`config.mk`:
```
export PLATFORM = sky130hd
export DESIGN_NAME = ptw_walker
export DESIGN_NICKNAME = d
export VERILOG_FILES = /design/src/rtl/mmu_pkg.sv /design/src/rtl/ptw_pte_check.sv /design/src/rtl/ptw_walker.sv
export SDC_FILE = /design/constraint.sdc
export NUM_CORES = 1
export LEC_CHECK = 0
export ABC_CLOCK_PERIOD_IN_PS = 3100
export BUFFER_PORTS_ARGS = -buffer_cell sky130_fd_sc_hd__buf_2
export CAP_MARGIN = 25
export CORE_MARGIN = 3
export CORE_UTILIZATION = 47
export CTS_CLUSTER_SIZE = 12
export DETAILED_ROUTE_END_ITERATION = 8
export HOLD_SLACK_MARGIN = 0.03
export PLACE_DENSITY = 0.91
export SETUP_SLACK_MARGIN = 0.4
export SLEW_MARGIN = 5
export SYNTH_ARGS = -nofsm -noshare
export SYNTH_HDL_FRONTEND = slang
export SYNTH_SLANG_ARGS = --single-unit
```
`constraint.sdc`:
```
create_clock -name clk_i -period 3.1 [get_ports clk_i]
set_input_delay 0.31 -clock clk_i [delete_from_list [all_inputs] [get_ports clk_i]]
set_output_delay 0.31 -clock clk_i [all_outputs]
set_load 0.02 [all_outputs]
```
`src/rtl/mmu_pkg.sv`:
```
// Shared MMU types and constants: PTE layout, walker state encoding, Sv39 geometry.
package mmu_pkg;

  localparam int PTW_LEVELS    = 3;
  localparam int PAGE_OFFSET_W = 12;
  localparam int PTE_IDX_W     = 9;
  localparam int PTE_PPN_W     = 20;

  localparam int PTE_V        = 0;
  localparam int PTE_R        = 1;
  localparam int PTE_W        = 2;
  localparam int PTE_X        = 3;
  localparam int PTE_U        = 4;
  localparam int PTE_G        = 5;
  localparam int PTE_A        = 6;
  localparam int PTE_D        = 7;
  localparam int PTE_PPN_LSB  = 10;
  localparam int PTE_PPN_MSB  = 29;
  localparam int PTE_HPPN_LSB = 30;
  localparam int PTE_HPPN_MSB = 53;
  localparam int PTE_RSVD_LSB = 54;
  localparam int PTE_RSVD_MSB = 63;

  // Low 30 bits of a raw PTE map directly onto this layout.
  typedef struct packed {
    logic [PTE_PPN_W-1:0] ppn;
    logic [1:0]           rsw;
    logic                 d;
    logic                 a;
    logic                 g;
    logic                 u;
    logic                 x;
    logic                 w;
    logic                 r;
    logic                 v;
  } pte_t;

  typedef enum logic [2:0] {
    PTW_IDLE,
    PTW_REQ,
    PTW_WAIT,
    PTW_RESP,
    PTW_DRAIN
  } ptw_state_t;

endpackage

```
`src/rtl/ptw_pte_check.sv`:
```
// Combinational PTE classifier: pointer to next level, valid leaf, or page fault.
module ptw_pte_check
  import mmu_pkg::*;
(
  input  logic [63:0]          pte_raw,
  input  logic [1:0]           level,
  input  logic                 store,
  output logic                 is_leaf,
  output logic                 is_pointer,
  output logic                 is_error,
  output logic [PTE_PPN_W-1:0] ppn
);

  pte_t f;
  logic malformed;
  logic no_perm;
  logic misaligned;
  logic leaf_fault;
  logic unused_bits;

  assign f           = pte_t'(pte_raw[PTE_PPN_MSB:0]);
  assign ppn         = f.ppn;
  assign unused_bits = ^{f.rsw, f.g, f.u};

  // High PPN and reserved bits must be zero since physical space is only 32 bits.
  assign malformed = !f.v || (!f.r && f.w) ||
                     (pte_raw[PTE_RSVD_MSB:PTE_HPPN_LSB] != '0);
  assign no_perm   = !f.r && !f.x;

  always_comb begin
    misaligned = 1'b0;
    case (level)
      2'd2:    misaligned = (f.ppn[2*PTE_IDX_W-1:0] != '0);
      2'd1:    misaligned = (f.ppn[PTE_IDX_W-1:0] != '0);
      default: misaligned = 1'b0;
    endcase
  end

  // No hardware A/D update: a clear A, or a store to a clean page, faults.
  assign leaf_fault = !f.a || (store && !f.d) || misaligned;

  assign is_pointer = !malformed && no_perm && (level != 2'd0);
  assign is_leaf    = !malformed && !no_perm && !leaf_fault;
  assign is_error   = !is_pointer && !is_leaf;

endmodule

```
`src/rtl/ptw_walker.sv`:
```
// Sv39-style page-table walker: one walk, one outstanding PTE read at a time.
//   state | meaning
//   IDLE  | waiting for a TLB miss
//   REQ   | PTE read request presented to memory
//   WAIT  | read accepted, waiting for PTE data
//   RESP  | one-cycle result pulse to the TLB
//   DRAIN | walk aborted, swallowing the outstanding read
module ptw_walker
  import mmu_pkg::*;
#(
  parameter int VPN_W   = 27,
  parameter int PPN_W   = 20,
  parameter int PADDR_W = 32,
  parameter int DATA_W  = 64
) (
  input  logic               clk_i,
  input  logic               rst_i,
  input  logic               req_valid_i,
  output logic               req_ready_o,
  input  logic [VPN_W-1:0]   req_vpn_i,
  input  logic               req_store_i,
  input  logic [PPN_W-1:0]   satp_ppn_i,
  input  logic               invalidate_i,
  output logic               mem_req_valid_o,
  input  logic               mem_req_ready_i,
  output logic [PADDR_W-1:0] mem_req_addr_o,
  input  logic               mem_resp_valid_i,
  input  logic [DATA_W-1:0]  mem_resp_data_i,
  output logic               resp_valid_o,
  output logic               resp_error_o,
  output logic [PPN_W+9:0]   resp_pte_o,
  output logic [1:0]         resp_level_o,
  output logic               pmu_walk_o,
  output logic               pmu_mem_access_o
);

  ptw_state_t state, state_nxt;

  logic [VPN_W-1:0]     vpn;
  logic                 store;
  logic [PPN_W-1:0]     cur_ppn;
  logic [1:0]           level;
  pte_t                 res_pte;
  logic                 res_err;

  logic                 accept;
  logic                 issue;
  logic                 take_ptr;
  logic                 take_result;
  logic                 chk_leaf;
  logic                 chk_ptr;
  logic                 chk_err;
  logic [PTE_PPN_W-1:0] chk_ppn;
  logic [PTE_IDX_W-1:0] idx;

  ptw_pte_check u_check (
    .pte_raw    (mem_resp_data_i),
    .level      (level),
    .store      (store),
    .is_leaf    (chk_leaf),
    .is_pointer (chk_ptr),
    .is_error   (chk_err),
    .ppn        (chk_ppn)
  );

  always_ff @(posedge clk_i or posedge rst_i) begin
    if (rst_i) state <= PTW_IDLE;
    else       state <= state_nxt;
  end

  always_comb begin
    state_nxt       = state;
    accept          = 1'b0;
    issue           = 1'b0;
    take_ptr        = 1'b0;
    take_result     = 1'b0;
    req_ready_o     = 1'b0;
    mem_req_valid_o = 1'b0;
    resp_valid_o    = 1'b0;
    case (state)
      PTW_IDLE: begin
        req_ready_o = !invalidate_i && !rst_i;
        accept      = req_valid_i && req_ready_o;
        if (accept) state_nxt = PTW_REQ;
      end
      PTW_REQ: begin
        // Abort before the handshake so no read is ever left dangling.
        if (invalidate_i) begin
          state_nxt = PTW_IDLE;
        end else begin
          mem_req_valid_o = 1'b1;
          if (mem_req_ready_i) begin
            issue     = 1'b1;
            state_nxt = PTW_WAIT;
          end
        end
      end
      PTW_WAIT: begin
        if (invalidate_i) begin
          state_nxt = mem_resp_valid_i ? PTW_IDLE : PTW_DRAIN;
        end else if (mem_resp_valid_i) begin
          if (chk_ptr) begin
            take_ptr  = 1'b1;
            state_nxt = PTW_REQ;
          end else begin
            take_result = 1'b1;
            state_nxt   = PTW_RESP;
          end
        end
      end
      PTW_RESP: begin
        resp_valid_o = 1'b1;
        state_nxt    = PTW_IDLE;
      end
      PTW_DRAIN: begin
        if (mem_resp_valid_i) state_nxt = PTW_IDLE;
      end
      default: state_nxt = PTW_IDLE;
    endcase
  end

  always_ff @(posedge clk_i or posedge rst_i) begin
    if (rst_i) begin
      vpn     <= '0;
      store   <= 1'b0;
      cur_ppn <= '0;
      level   <= 2'd0;
      res_pte <= '0;
      res_err <= 1'b0;
    end else begin
      if (accept) begin
        vpn     <= req_vpn_i;
        store   <= req_store_i;
        cur_ppn <= satp_ppn_i;
        level   <= 2'd2;
      end
      if (take_ptr) begin
        cur_ppn <= chk_ppn;
        level   <= level - 2'd1;
      end
      if (take_result) begin
        res_err <= chk_err;
        res_pte <= chk_leaf ? pte_t'(mem_resp_data_i[PTE_PPN_MSB:0]) : '0;
      end
    end
  end

  always_comb begin
    case (level)
      2'd2:    idx = vpn[3*PTE_IDX_W-1:2*PTE_IDX_W];
      2'd1:    idx = vpn[2*PTE_IDX_W-1:PTE_IDX_W];
      default: idx = vpn[PTE_IDX_W-1:0];
    endcase
  end

  assign mem_req_addr_o   = (state == PTW_REQ) ? {cur_ppn, idx, 3'b000} : '0;
  assign pmu_walk_o       = accept;
  assign pmu_mem_access_o = issue;
  assign resp_error_o     = resp_valid_o && res_err;
  assign resp_pte_o       = resp_valid_o ? res_pte : '0;
  assign resp_level_o     = resp_valid_o ? level : 2'd0;

endmodule
```
Yosys cells after proc, flatten, opt, wreduce, memory -nomap -nowiden
Cells that the tools add are included.
- register bits after elaboration: 84
- word-level logic and storage cells: 96
- output and inout bits: 70
- $add $sub $neg: 1
- multiplexer cells: 35
- reduce and logical (&&, ||, !) cells: 34
- eq/ne operators: 10
- operators by type and width (cell ; count):
    $mux 30 ; 2
    $mux 20 ; 2
    $reduce_bool 34->1 ; 1
    $mux 32 ; 1
    $mux 3 ; 7
    $pmux 9 s2 ; 1
    $reduce_bool 18->1 ; 1
    $mux 1 ; 16
    $logic_not 1->1 ; 12
    $pmux 3 s4 ; 1
    $logic_and 1x1->1 ; 11
    $reduce_bool 9->1 ; 1
    $mux 2 ; 4
    $eq 3x2->1 const B ; 2
    $ne 3x3->1 const B ; 2
    $logic_or 1x1->1 ; 4
    $ne 2x2->1 const B ; 2
    $reduce_and 4->1 ; 1
    $reduce_bool 2->1 ; 2
    $eq 3x1->1 const B ; 1
    $eq 3x3->1 const B ; 1
    $logic_not 3->1 ; 1
    $eq 2x1->1 const B ; 1
    $eq 2x2->1 const B ; 1
    other kinds (2) ; 2

Longest topological paths before layout
- depth in word-level cells: 12
- depth in mapped cells: 10
- gate-level depth less buffers: 7

Cells and area by module
From an unflattened synthesis, not the netlist that was laid out.
- cells, all modules: 516
- area, all modules: 4807.1 µm²
- by module, submodules not included (module ; cells an instance ; sequential area each (µm²) ; area an instance (µm²) ; times used):
    ptw_walker ; 458 ; 2102.0 ; 4413.0 ; 1
    ptw_pte_check ; 58 ; 0.0 ; 394.1 ; 1

Worst setup path before layout
OpenSTA, ideal clock, no wires.
- path kind: register to output
- start: register state[1]
- end: output pmu_mem_access_o
- required time: 2.790 ns
- slack: 1.042 ns
- stages on the path, launching flop included: 6
- path buffers: 2
- data arrival time: 1.748 ns
- cells stage by stage: dfrtp_1 > buf_2 > or3b_2 > clkbuf_1 > nor2_1 > and2_1
- cells in the longest elaborated chain, start to end: 2
- ends and longest elaborated chain (item ; RTL line ; source):
    start, declared ; ptw_walker.sv:37 ; ptw_state_t state, state_nxt;
    start signal, assigned ; ptw_walker.sv:68 ; else state <= state_nxt;
    $eq 3x1->1 ; ptw_walker.sv:80 ; case (state)
    $mux 1 ; ptw_walker.sv:80 ;
    end, declared ; ptw_walker.sv:34 ; output logic pmu_mem_access_o
Every way passes these cells.

Worst setup path in the final report
- start: register state[2]
- end: output pmu_walk_o
- cells in the longest elaborated chain, start to end: 2
- ends and longest elaborated chain (item ; RTL line ; source):
    $logic_not 3->1 ; ptw_walker.sv:80 ;
    $mux 1 ; ptw_walker.sv:80 ;
    end, declared ; ptw_walker.sv:33 ; output logic pmu_walk_o,
Every way passes these cells.

==> impl_metrics.toml <==
[job]
max_cap_viol_count = 0

[power]
clkPwrFrac_pct = 33.5
finalPower_mw = 2.57
p_sw_share_pct = 25.5
power.share.sequential_pct = 51.5
intPower_mw = 1.91
ir_drop_uv = 285
power.density_nw_per_um2 = 481
power.switching_mw = 0.657
p_leak_nw = 2.81
p_comb_share_pct = 15.0

[routing]
routed-wl-met2_um = 5760
drt-total-wl_um = 11400
maxUsedRoutingLayer = "met4"
post_drt_wl_per_cell_um = 17.6
detail-route-antenna-nets = 0
wl_met3_um = 1120
dr.pass1.iters = 4
drtIter0Drc = 190
drc = 0
vias_per_cell = 5.51
via_count = 3575
wl_met1_um = 4440

[yosys]
syn_area_um2 = 4150
synth-edff-count = 0
synth_cell_types = 42
synthCells = 362
yosysWarnings = 0
syn_area_per_cell_um2 = 11.5
synth-main-ff-cell = "dfrtp_1"
ys_ff_latch = 84
synthArstFlopShare_pct = 100
yosysSeqAreaShare_pct = 50.6

[clock_network]
cts_max_level = 3
cts_tree = "yes"
clk_latency_ps = 340
cts_root_buf = "clkbuf_8"
cts-resized-gates = 0
cts_max_path_buffers = 2
cts_buffers = 9
clk_pin_slew_ps = 80
cts_sinks = 84
hold_buffers = 1
postCtsSetupBuffers = 0

[sta]
worst_pin_slew_ps = 598
relSlewSlack_pct = 60.1
setup_viol = 0
final_max_slew_viol_count = 0
grt_setup_unrepaired = "false"
timing.final.crit_share_pct = 78.3
max_freq_ghz = 0.412
hold_viol = 0
tns_ps = 0
skew_ps = 14.3
finalCriticalPeriod_ps = 2430

[setup_path]
crit_path_end_kind = "output pin"
reg2reg_from = "level[0]"
critPathMaxFanout = 51
cp-start-kind = "register"
critical_path_arrival_ps = 2120
r2r_cells = 8
r2r-end = "res_pte[28]"
critPathKind = "reg -> out"
r2r_slack_ps = 910
required_ps = 2790

[hold_path]
holdPathStages = 2
hold_start = "mem_resp_valid_i"
holdCritPathClass = "in -> reg"
holdPathEnd = "state[2]"

[floorplanning]
ios = 188
die_w_um = 100
initial_core_util_pct = 49.6
die_h_um = 100
rows = 33
core-area_um2 = 8380
die_area_um2 = 10000

[cells_and_area]
n_antenna_cell = 0
fin_util_pct = 63.7
syn2layout_area_growth_pct = 28.6
layout.nets = 660
drive_gt1_share_pct = 46.0

[placement]
dp_hpwl_um = 8560
io_buffers = 184
gp_congestion = 0.793

[grt]
grt_pass1_wl_um = 18000
grt_max_degree = 52
gr-total-overflow = 0
grt_pass1_vias = 3622
antenna_found_initial = 0
grt_use_total_pct = 22.7

[status]
status = "finished clean"
[sequential cells by signal (all words and copies together), names as in the netlist]
name	count
res_pte	30
level	2
res_err	1
state	3
store	1
cur_ppn	20
vpn	27
[how the worst max path moves through the flow]
stage,slack [ps],cells past startpoint,endpoint,start
floorplan,620,1,cur_ppn[0],rst_i
global placement,820,6,cur_ppn[12],mem_resp_data_i[31]
detailed placement,680,6,cur_ppn[12],mem_resp_data_i[31]
CTS,690,4,pmu_walk_o,state[2]
global route,550,4,pmu_walk_o,state[2]
finish,670,4,pmu_walk_o,state[2]
[critical path, stage by stage, from the launching register on]
cell	delay [ps]
dfrtp_1	460
nor3_1	320
and3_2	250
buf_4	450
buf_2	270
[Yosys cell counts (2+ instances only)]
cell,instances,area (um^2)
a21oi_1,3,15.0
nor3_1,7,35.0
and2_1,75,469
nor4_1,8,50.1
o21ai_0,2,10.0
a21o_1,3,22.5
buf_2,7,35.0
nor2_1,15,56.3
nand2_1,6,22.5
dfrtp_1,84,2100
a221o_1,19,190
inv_1,6,22.5
nor4b_1,2,17.5
mux2_2,29,327
a22oi_1,9,67.6
buf_4,8,60.1
a211oi_1,9,67.6
ha_1,3,37.5
buf_6,5,56.3
a22o_1,28,245
and4_1,2,17.5
and3_1,2,12.5
clkbuf_1,11,41.3
[layer usage]
metal / vias up / track usage (%)
met5: - / 0
met3: 10 / 5.35
li1: 1669 / -
met2: 152 / 39.8
met4: 0 / 5.70
met1: 1744 / 28.3
[cell families (layout without fill, tap and decap cells)]
logic type | count (synthesis) | count (layout) | synth area share [%]
buf+inv | 37 | 217 | 5.18
mux | 30 | 30 | 8.10
other cells | 1 | 3 | 0.0903
compound gates | 80 | 80 | 16.6
simple gates | 127 | 127 | 18.5
fa+ha+maj | 3 | 3 | 0.904
flops | 84 | 84 | 50.6
[area by class of cell]
cell class / instances / area [um^2]
well taps: 105 / 131
clock inverters: 7 / 100
multi-input cells: 243 / 1850
inverters: 6 / 23.8
flip-flops and latches: 84 / 2100
repair buffers: 195 / 1010
clock buffers: 9 / 124
fillers: 706 / 3040
[metrics by stage]
step / hold WS [ps] / instances / setup WS (ps) / area (um^2)
floorplan: 380 / 364 / 625 / 4160
global placement: 344 / 631 / 818 / 5100
detailed placement: 361 / 631 / 682 / 5100
CTS: 156 / 648 / 689 / 5330
global route: 165 / 649 / 551 / 5340
finish: 174 / 649 / 671 / 5340
[power groups by stage]
stage	logic, mW	registers, mW	clock network (mW)
after floorplan	0.252	1.31	0
after global placement	0.366	1.33	0
after detailed placement	0.387	1.34	0
after CTS	0.388	1.32	0.874
after global routing	0.428	1.34	0.922
final	0.385	1.32	0.861
[cells in the final DEF, fill, tap and decap left out, drive strengths merged, types with 8 or more instances in the layout]
| master | n |
|---|---|
| dfrtp | 84 |
| nor2 | 15 |
| clkbuf | 9 |
| and2 | 75 |
| a211oi | 9 |
| buf | 194 |
| nor3 | 8 |
| a22oi | 9 |
| a221o | 20 |
| nor4 | 9 |
| a22o | 28 |
| mux2 | 29 |
(Power assumes the default switching activity.)
